$ cat src/rtl/mem_arb_pkg.sv
// Shared definitions for the IF/MEM memory-port arbiter.
// Optional feature macro: ARB_ROUND_ROBIN_EN (alternating grants when both request).
package mem_arb_pkg;

    // Default widths, matching MemAddr / MemValue / ActBit of the ram_uart device
    localparam int ADDR_W_DEF = 16;
    localparam int DATA_W_DEF = 16;
    localparam int ACT_W_DEF  = 16;

    // Transaction sequencing: one request in flight at a time
    typedef enum logic [1:0] {
        ST_IDLE = 2'd0,
        ST_WAIT = 2'd1,
        ST_RESP = 2'd2
    } arb_state_t;

    // Requester identifiers used by the grant picker and the FSM
    localparam logic GRANT_IF  = 1'b0;
    localparam logic GRANT_MEM = 1'b1;

endpackage

$ cat src/rtl/arb_grant_sel.sv
// Combinational grant picker for the memory-port arbiter.
// With ARB_ROUND_ROBIN_EN defined, simultaneous requests alternate against
// last_grant; otherwise MEM always wins a tie and last_grant is ignored.
import mem_arb_pkg::*;

module arb_grant_sel (
    input  logic if_req,
    input  logic mem_req,
    input  logic last_grant,
    output logic grant_valid,
    output logic grant_id
);

`ifndef ARB_ROUND_ROBIN_EN
    // Fixed priority needs no history; the name keeps the unused input quiet
    logic w_unused_last_grant;
    assign w_unused_last_grant = last_grant;
`endif

    // Pick a single requester from the current request lines
    always_comb begin
        grant_valid = if_req | mem_req;
        grant_id    = GRANT_IF;
`ifdef ARB_ROUND_ROBIN_EN
        if (if_req && mem_req) begin
            grant_id = (last_grant == GRANT_IF) ? GRANT_MEM : GRANT_IF;
        end else if (mem_req) begin
            grant_id = GRANT_MEM;
        end
`else
        // MEM holds the older instruction, so it takes precedence
        if (mem_req) begin
            grant_id = GRANT_MEM;
        end
`endif
    end

endmodule

$ cat src/rtl/mem_port_arbiter.sv
// Shares the single ram_uart memory/UART port between the instruction-fetch
// and memory-stage requesters. Each transaction carries a fresh act token and
// completes only when the device reports done with that same token.
// Optional feature macro: ARB_ROUND_ROBIN_EN (alternating grants on contention).
import mem_arb_pkg::*;

module mem_port_arbiter #(
    parameter int ADDR_W = ADDR_W_DEF,
    parameter int DATA_W = DATA_W_DEF,
    parameter int ACT_W  = ACT_W_DEF
) (
    input  logic              clk,
    input  logic              rst,
    // Instruction-fetch requester (read only)
    input  logic              if_req,
    input  logic [ADDR_W-1:0] if_addr,
    output logic [DATA_W-1:0] if_rdata,
    output logic              if_ack,
    // Memory-stage requester
    input  logic              mem_req,
    input  logic              mem_we,
    input  logic [ADDR_W-1:0] mem_addr,
    input  logic [DATA_W-1:0] mem_wdata,
    output logic [DATA_W-1:0] mem_rdata,
    output logic              mem_ack,
    // ram_uart device side
    output logic              dev_need_work,
    output logic              dev_rd,
    output logic              dev_wr,
    output logic [ADDR_W-1:0] dev_addr,
    output logic [DATA_W-1:0] dev_wdata,
    output logic [ACT_W-1:0]  dev_act,
    input  logic [ACT_W-1:0]  dev_act_ret,
    input  logic              dev_done,
    input  logic [DATA_W-1:0] dev_rdata,
    // Status
    output logic              busy
);

    localparam logic [ACT_W-1:0] ACT_ONE = {{(ACT_W-1){1'b0}}, 1'b1};

    arb_state_t r_state;
    logic       r_gnt;          // requester owning the transaction in flight
    logic       w_grant_valid;
    logic       w_grant_id;
    logic       w_last_grant;
    logic       w_done_ok;

`ifdef ARB_ROUND_ROBIN_EN
    logic       r_last_grant;
    assign w_last_grant = r_last_grant;
`else
    assign w_last_grant = GRANT_IF;
`endif

    arb_grant_sel u_grant_sel (
        .if_req      (if_req),
        .mem_req     (mem_req),
        .last_grant  (w_last_grant),
        .grant_valid (w_grant_valid),
        .grant_id    (w_grant_id)
    );

    // A done pulse only counts when it carries the token we issued
    assign w_done_ok = dev_done && (dev_act_ret == dev_act);

    assign busy = (r_state != ST_IDLE);

    // Transaction FSM with registered device and requester outputs
    always_ff @(posedge clk) begin
        if (rst) begin
            r_state       <= ST_IDLE;
            r_gnt         <= GRANT_IF;
`ifdef ARB_ROUND_ROBIN_EN
            r_last_grant  <= GRANT_IF;
`endif
            if_ack        <= 1'b0;
            mem_ack       <= 1'b0;
            if_rdata      <= '0;
            mem_rdata     <= '0;
            dev_need_work <= 1'b0;
            dev_rd        <= 1'b1;
            dev_wr        <= 1'b0;
            dev_addr      <= '0;
            dev_wdata     <= '0;
            dev_act       <= '0;
        end else begin
            // Acks are single-cycle pulses unless raised below
            if_ack  <= 1'b0;
            mem_ack <= 1'b0;

            case (r_state)
                ST_IDLE: begin
                    // Idle bus: RAM bus tri-stated (rd=1), no write
                    dev_need_work <= 1'b0;
                    dev_rd        <= 1'b1;
                    dev_wr        <= 1'b0;
                    if (w_grant_valid) begin
                        r_gnt   <= w_grant_id;
`ifdef ARB_ROUND_ROBIN_EN
                        r_last_grant <= w_grant_id;
`endif
                        dev_act <= dev_act + ACT_ONE;
                        if (w_grant_id == GRANT_MEM) begin
                            dev_addr  <= mem_addr;
                            dev_wdata <= mem_wdata;
                            dev_rd    <= ~mem_we;
                            dev_wr    <= mem_we;
                        end else begin
                            dev_addr  <= if_addr;
                            dev_rd    <= 1'b1;
                            dev_wr    <= 1'b0;
                        end
                        dev_need_work <= 1'b1;
                        r_state       <= ST_WAIT;
                    end
                end

                ST_WAIT: begin
                    // Device lines stay frozen until the matching done arrives
                    if (w_done_ok) begin
                        if (!dev_wr) begin
                            if (r_gnt == GRANT_MEM) begin
                                mem_rdata <= dev_rdata;
                            end else begin
                                if_rdata  <= dev_rdata;
                            end
                        end
                        if (r_gnt == GRANT_MEM) begin
                            mem_ack <= 1'b1;
                        end else begin
                            if_ack  <= 1'b1;
                        end
                        dev_need_work <= 1'b0;
                        dev_rd        <= 1'b1;
                        dev_wr        <= 1'b0;
                        r_state       <= ST_RESP;
                    end
                end

                ST_RESP: begin
                    // Ack visible this cycle; requests are sampled again in IDLE
                    r_state <= ST_IDLE;
                end

                default: begin
                    r_state <= ST_IDLE;
                end
            endcase
        end
    end

endmodule

$ cat config.mk
export PLATFORM = sky130hd
export DESIGN_NAME = mem_port_arbiter
export DESIGN_NICKNAME = d
export VERILOG_FILES = /design/src/rtl/mem_arb_pkg.sv /design/src/rtl/arb_grant_sel.sv /design/src/rtl/mem_port_arbiter.sv
export SDC_FILE = /design/constraint.sdc
export NUM_CORES = 1
export LEC_CHECK = 0
export CELL_PAD_IN_SITES_DETAIL_PLACEMENT = 1
export CELL_PAD_IN_SITES_GLOBAL_PLACEMENT = 2
export CORE_ASPECT_RATIO = 0.8
export CORE_MARGIN = 5
export CORE_UTILIZATION = 20
export CTS_CLUSTER_DIAMETER = 120
export DETAILED_ROUTE_END_ITERATION = 7
export PLACE_DENSITY = 0.79
export SYNTH_ARGS = -nofsm -noshare
export SYNTH_HDL_FRONTEND = slang
export SYNTH_HIERARCHICAL = 1
export SYNTH_SLANG_ARGS = --single-unit
$ cat constraint.sdc
create_clock -name clk -period 1.8 [get_ports clk]
set_input_delay 0.36 -clock clk [delete_from_list [all_inputs] [get_ports clk]]
set_output_delay 0.36 -clock clk [all_outputs]
set_load 0.01 [all_outputs]
==> impl_metrics.ini, run 1 <==
[critical_path]
end_kind = flip-flop
reg2reg_depth = 7
slowest_stage = or4_4
arrival_ns = 2.11
cp.required_ns = 2.04
path_delay_family = buffers and inverters
cp.depth = 8
r2r_end = dev_wr
crit_end = dev_wr
crit_start = dev_act_ret[13]
rrSetupSlack_ns = -0.05
worst_setup_path_start_kind = input port
crit_buf_inv = 4
crit_path_max_fanout = 4
path_cells = clkdlybuf4s50_1 > inv_2 > o2111ai_2 > or4_4 > buf_12 > buf_16 > o211ai_1 > a21oi_1
crit_type = in -> reg
r2r-start = dev_act[0]
max_stage_delay_ns = 0.56

[layout]
final_cell_mix = clkdlybuf4s50_1 (150), dfxtp_1 (74), a21oi_1 (44), buf_4 (41), nand2_1 (40)
register_area_mm2 = 0.001784
final_nets = 733
multi_input_area_mm2 = 0.002116
postLayoutCellArea_mm2 = 0.007012
area_growth_pct = 88.94
drive_above_1_share_pct = 25.04
diodes = 0
final_common_cell = clkdlybuf4s50_1
fill_cells = 2062
fin_cells = 881

[global_route]
grt_pass1_vias = 4359
overflow = 0
grt_antenna_before_repair = 1
grt_pass1_wl_um = 23230
grt_max_degree = 37
grt.total_usage_pct = 13.58

[clock_tree]
root_buffer = clkbuf_16
cts_inserted_buffers = 9
clock-sinks = 88
clkLatencyLatePin_ns = 0.35
cts.clk_slew.worst_paths_ns = 0.07
cts_tree = done
clock_path_buffers = 2
cts_max_level = 3

[drt]
vias = 4018
vias_per_cell = 4.561
avgRoutedWirePerCell_um = 17.44
first_pass_iters = 4
drc_errors = 0
routed_wl_um = 15360
antenna_left = 0
drtIter0Drc = 131

[floorplanning]
die_area_mm2 = 0.02140
fp.dieW_um = 162.3
io_pins = 172
die_h_um = 131.8
core_area_mm2 = 0.01817
num_rows = 44
start_util_pct = 20.43

[place]
dp.cells = 842
place_area_mm2 = 0.005927
port-buffer-count = 171
gp_congestion = 0.7665
dp.final_hpwl_um = 10410
dp_worst_setup_slack_ns = -0.5753

[timing]
timing.slew.headroom_pct = 70.88
finalHoldViolations = 0
fin_skew_ns = 0.01265
setup_ws_ns = -0.06869
tightest_slew_ns = 0.4335
final-setup-viol-count = 27
rsz0062_at_grt = true
slew_violations = 0
clock.fmax_ghz = 0.5351
period_needed_ns = 1.869
finalCritPeriodShare_pct = 103.8

[synthesis]
ys.warnings.count = 6
synth_area_mm2 = 0.003711
postSynthCellCount = 434
syn_nets = 521
syn_area_per_cell_um2 = 8.551

[outcome]
violations = negative setup slack
status = finished with violations

[power]
leakagePower_nw = 2.570
p_int_mw = 3.807
p_clk_share_pct = 44.4
power_switching_mw = 1.227
comb_power_share_pct = 14.6
ir_drop_v = 0.0004742
swShare_pct = 24.38
powerDensity_mw_per_mm2 = 717.9
seq_power_share_pct = 41.0
p_total_mw = 5.034

[worst_hold_path]
min_from = rst
worst_hold_path_type = in -> reg

[job]
max_cap_violations = 0
[timing repair]
action / CTS / global route
buffers inserted: 8 / 8
cloned: 5 / 4
endpoints found under the setup margin: 45 / 53
gates resized for setup: 69 / 76
hold buffers: 0 / 0
pin swaps: 6 / 31
[worst register-to-register path, cell delays in order, from the launching register on]
cell and delay, ns:
dfxtp_4 0.36, xnor2_2 0.14, nand3_2 0.11, or4_4 0.59, buf_12 0.18, buf_16 0.13, o211ai_1 0.16, a21oi_1 0.08
[sequential cells by signal (all words and copies together) (netlist names)]
register and flops:
dev_act 16, dev_addr 16, dev_need_work 1, dev_rd 1, dev_wdata 16, dev_wr 1, if_ack 1, if_rdata 16
mem_ack 1, mem_rdata 16, r_gnt 1, r_state 2
[stage by stage]
stage	TNS, ns	hold slack, ns	utilization, %
5_1_grt	-2.820	0.3519	38.60
3_5_place_dp	-33.56	0.4526	32.62
6_report	-1.078	0.3320	38.60
3_3_place_gp	-29.70	0.4418	32.62
4_1_cts	-0.8945	0.3122	36.36
2_1_floorplan	0	0.4753	-
[worst min path at each step]
stage / end / slack [ns] / cells past startpoint
global route: r_state[0] / 0.35 / 2
floorplan: if_ack / 0.48 / 1
global placement: dev_wdata[13] / 0.44 / 2
CTS: dev_wr / 0.31 / 2
detailed placement: dev_wdata[1] / 0.45 / 2
finish: dev_wr / 0.33 / 2
[power by group through the flow]
stage          Sequential (mW)  Combinational (mW)  Clock [mW]
2_1_floorplan             2.14               0.223           0
3_3_place_gp              2.10               0.698           0
3_5_place_dp              2.11               0.711           0
4_1_cts                   2.07               0.727        2.31
5_1_grt                   2.07               0.798        2.39
6_report                  2.06               0.734        2.24
[area by class of cell]
type	instances	area share [%]
Clock inverter	7	1.784
Clock buffer	9	3.212
Sequential cell	88	25.45
Tap cell	230	4.104
Multi-Input combinational cell	306	30.17
Inverter	6	0.3212
Timing Repair Buffer	235	34.96
[routing by layer]
| layer | wire (um) | track usage [%] | vias to the layer above |
|---|---|---|---|
| li1 | - | - | 1947 |
| met1 | 6495 | 16.46 | 1937 |
| met2 | 7585 | 22.07 | 119 |
| met3 | 1109 | 5.595 | 13 |
| met4 | 152 | 4.086 | 2 |
| met5 | 20 | 0 | - |
Note: power is estimated with default switching activity, not from simulation.
==> inputs of run 2 (changes only) <==
- CAP_MARGIN: not set -> 5
- RECOVER_POWER: not set -> 25
- SKIP_LAST_GASP: not set -> 1
==> run 2 against run 1 <==
Effect of this change:
- design area down 0.66%
- wire length down 1.7%
- hold slack better by 0.0038 ns
- non-clock buffer count up 1
- clock-buffer cell count unchanged
- core utilization down 0.25 points
- worst setup slack worse by 0.055 ns
- via count up 1.0%
- fmax down 2.9%
- critical path type unchanged
- sequential cell count unchanged
- the run still ends with negative setup slack left
- register-to-register slack worse by 0.04 ns
==> impl_metrics.ini, run 2 (synthesis results as in run 1) <==
[global_route]
grt_max_degree = 37
grt_pass1_vias = 4339
grt.total_usage_pct = 13.51
top_usage_layer = met2
overflow = 0
grt_util_met1_pct = 16.41
met3_usage_pct = 5.408
grt_antenna_before_repair = 1
grt_pass1_wl_um = 23130
grt_use_met2_pct = 22.14

[critical_path]
crit_type = in -> reg
max_stage_delay_ns = 0.59
slowest_stage = or4_4
arrival_ns = 2.14
worst_setup_path_start_kind = input port
cp.required_ns = 2.02
crit_path_max_fanout = 9
end_kind = flip-flop
path_cells = clkdlybuf4s50_1 > inv_1 > o2111ai_2 > or4_4 > buf_6 > buf_12 > o21ai_0 > a21oi_1

[clock_tree]
clkLatencyLatePin_ns = 0.35
cts_tree = done
clock-sinks = 88
cts_inserted_buffers = 9
cts_max_level = 3
cts.clk_slew.worst_paths_ns = 0.07
root_buffer = clkbuf_16
clock_path_buffers = 2

[timing]
slew_violations = 0
fin_skew_ns = 0.006848
hold_ws_ns = 0.3358
timing.slew.headroom_pct = 72.42
rsz0062_at_grt = true
tns_ns = -2.498
finalHoldViolations = 0
tightest_slew_ns = 0.4137
finalCritPeriodShare_pct = 106.9
setup_ws_ns = -0.1237
clock.fmax_ghz = 0.5198
period_needed_ns = 1.924
final-setup-viol-count = 36

[floorplanning]
start_util_pct = 20.43
fp.dieW_um = 162.3
core_area_mm2 = 0.01817
die_h_um = 131.8
io_pins = 172
num_rows = 44
die_area_mm2 = 0.02140

[drt]
drtIter0Drc = 118
first_pass_iters = 4
antenna_left = 0
vias_per_cell = 4.602
drc_errors = 0
avgRoutedWirePerCell_um = 17.13
routed_wl_um = 15110
vias = 4059

[layout]
diodes = 0
register_area_mm2 = 0.001777
multi_input_area_mm2 = 0.002090
area_growth_pct = 87.69
final_nets = 734
postLayoutCellArea_mm2 = 0.006965
drive_above_1_share_pct = 23.93
final_cell_mix = clkdlybuf4s50_1 (150), dfxtp_1 (76), buf_4 (45), a21oi_1 (44), nand2_1 (40)
fin_cells = 882
fill_cells = 2068
final_common_cell = clkdlybuf4s50_1

[place]
dp.final_hpwl_um = 10410
place_area_mm2 = 0.005927
gp_congestion = 0.7665
dp.cells = 842
port-buffer-count = 171

[worst_hold_path]
worst_hold_path_type = in -> reg

[power]
ir_drop_v = 0.0004866
p_total_mw = 5.024
leakagePower_nw = 2.573
powerDensity_mw_per_mm2 = 721.2

[job]
max_cap_violations = 0

[outcome]
violations = negative setup slack
status = finished with violations
## run 2: critical path, delay by kind of cell
kind	cells	cell delay, ns
buffers and inverters	4	0.79
AND/OR/NAND/NOR	1	0.59
AO/OA/AOI/OAI	3	0.40
## run 2: final timing paths
kind,startpoint,end,slack (ns),depth (start not counted)
worst max-delay path,dev_act_ret[13],mem_rdata[14],-0.12,8
worst min-delay path,rst,dev_wr,0.34,2
worst max register to register,dev_act[0],mem_rdata[14],-0.09,7
worst min register to register,dev_wdata[1],dev_wdata[1],0.46,2
## run 2: stage by stage
stage	utilization (%)	setup slack [ns]
after floorplan	-	0.0004106
after global placement	32.62	-0.5158
after detailed placement	32.62	-0.5753
after CTS	36.03	-0.08930
after global routing	38.34	-0.1410
final	38.34	-0.1237
## run 2: cell type report
type                    instances  area share [%]
inverters                       6          0.3233
clock buffers                   9           3.233
repair buffers                236           35.01
multi-input cells             306           30.00
flip-flops and latches         88           25.51
well taps                     230           4.131
clock inverters                 7           1.796
## run 2: what timing repair did
action	4_1_cts	5_1_grt
endpoints found under the setup margin	45	52
cloned	5	3
gates resized for setup	50	80
hold buffers	0	0
setup buffers	8	8
pin swaps	5	36
## run 2: layer usage
layer | wire length [um] | up-vias
met5 | 20 | -
met4 | 237 | 2
met3 | 1223 | 22
met2 | 7261 | 132
met1 | 6365 | 1946
li1 | - | 1957
## run 2: power by group
group	internal, mW	switching [mW]	total (mW)
clock network	1.37	0.855	2.23
logic	0.415	0.316	0.731
registers	2.02	0.0464	2.07
total	3.81	1.22	5.02
==> inputs of run 3 (changes only) <==
- RECOVER_POWER: 25 -> 100
==> run 3 against run 2 <==
Effect of this change:
- the flow still finishes with violations (negative setup slack)
- cell count unchanged
- combinational power is essentially flat
- register-to-register slack is essentially flat
- critical path type unchanged
- highest routed layer unchanged
- largest power group unchanged
- wire length hardly changed
- via count is essentially flat
- sequential power about the same
==> impl_metrics.ini, run 3 (synthesis results as in run 1) <==
[outcome]
status = finished with violations
violations = negative setup slack

[critical_path]
end_kind = flip-flop
r2r-start = dev_act[0]
worst_setup_path_start_kind = input port
arrival_ns = 2.14
rrSetupSlack_ns = -0.09
crit_path_max_fanout = 9
crit_start = dev_act_ret[13]
reg2reg_depth = 7
crit_end = mem_rdata[14]
r2r_end = mem_rdata[14]
cp.required_ns = 2.02
crit_type = in -> reg

[layout]
fill_cells = 2068
multi_input_area_mm2 = 0.002090
final_cell_mix = clkdlybuf4s50_1 (150), dfxtp_1 (76), buf_4 (45), a21oi_1 (44), nand2_1 (40)
post-route-util_pct = 38.34
drive_above_1_share_pct = 23.93
final_common_cell = clkdlybuf4s50_1
fin_cells = 882
area_growth_pct = 87.69
register_area_mm2 = 0.001777
final_nets = 734
diodes = 0

[drt]
vias_per_cell = 4.604
routed_wl_um = 15110
vias = 4061
avgRoutedWirePerCell_um = 17.13
drc_errors = 0
first_pass_iters = 4
antenna_left = 0
drtIter0Drc = 118

[timing]
tightest_slew_ns = 0.4137
rsz0062_at_grt = true
timing.slew.headroom_pct = 72.42
finalCritPeriodShare_pct = 106.9
finalHoldViolations = 0
clock.fmax_ghz = 0.5199
period_needed_ns = 1.924
final-setup-viol-count = 36
fin_skew_ns = 0.006848
setup_ws_ns = -0.1235
tns_ns = -2.490
slew_violations = 0

[clock_tree]
cts_max_level = 3
clkLatencyLatePin_ns = 0.35
ctsHoldBuffers = 0
cts_tree = done
clock_path_buffers = 2
root_buffer = clkbuf_16
cts_inserted_buffers = 9
cts.clk_slew.worst_paths_ns = 0.07
clock-sinks = 88

[place]
dp.final_hpwl_um = 10410
gp_congestion = 0.7665
port-buffer-count = 171
dp_worst_setup_slack_ns = -0.5753
dp.cells = 842

[global_route]
grt.total_usage_pct = 13.51
overflow = 0
grt_antenna_before_repair = 1
grt_pass1_vias = 4339
grt_max_degree = 37
grt_pass1_wl_um = 23130

[job]
max_cap_violations = 0

[floorplanning]
start_util_pct = 20.43
core_area_mm2 = 0.01817
die_h_um = 131.8
die_area_mm2 = 0.02140
fp.dieW_um = 162.3
num_rows = 44
io_pins = 172

[power]
ir_drop_v = 0.0004866
powerDensity_mw_per_mm2 = 721.3
leakagePower_nw = 2.573

[worst_hold_path]
worst_hold_path_type = in -> reg
[run 3: worst min path at each step]
stage | from | to | cells after the start | slack, ns
2_1_floorplan | r_gnt | if_ack | 1 | 0.48
3_3_place_gp | dev_wdata[13] | dev_wdata[13] | 2 | 0.44
3_5_place_dp | dev_wdata[1] | dev_wdata[1] | 2 | 0.45
4_1_cts | rst | dev_wr | 2 | 0.31
5_1_grt | rst | dev_wr | 2 | 0.35
6_report | rst | dev_wr | 2 | 0.34
[run 3: metal layers]
layer / vias to the layer above / wire length [um] / track usage [%]
li1: 1957 / - / -
met1: 1950 / 6396 / 16.41
met2: 130 / 7262 / 22.14
met3: 22 / 1193 / 5.408
met4: 2 / 237 / 3.805
met5: - / 20 / 0
[run 3: worst max-delay path: stages]
cell and delay, ns:
clkdlybuf4s50_1 0.42, inv_1 0.09, o2111ai_2 0.12, or4_4 0.59, buf_6 0.15, buf_12 0.13
o21ai_0 0.18, a21oi_1 0.10
[run 3: where the power goes]
group          internal [mW]  leakage (nW)  switching (mW)
Combinational          0.415          1.68           0.316
Clock                   1.37         0.171           0.856
Sequential              2.02         0.722          0.0464
[run 3: cell type report]
class	count	area share, %
timing repair buffer	236	35.01
sequential	88	25.51
multi-input combinational	306	30.00
tap	230	4.131
inverter	6	0.3233
clock inverter	7	1.796
clock buffer	9	3.233
[run 3: what timing repair did]
action	in CTS	in global routing
pin swaps	5	36
endpoints found under the setup margin	45	52
setup buffers	8	8
gates cloned	5	3
resized for setup	50	80
[run 3: per-stage QoR]
| stage | area [um^2] | hold slack [ns] | power [mW] |
|---|---|---|---|
| 2_1_floorplan | 3717 | 0.4753 | 2.361 |
| 3_3_place_gp | 5927 | 0.4418 | 2.802 |
| 3_5_place_dp | 5927 | 0.4526 | 2.820 |
| 4_1_cts | 6546 | 0.3122 | 5.097 |
| 5_1_grt | 6965 | 0.3530 | 5.260 |
| 6_report | 6965 | 0.3358 | 5.025 |
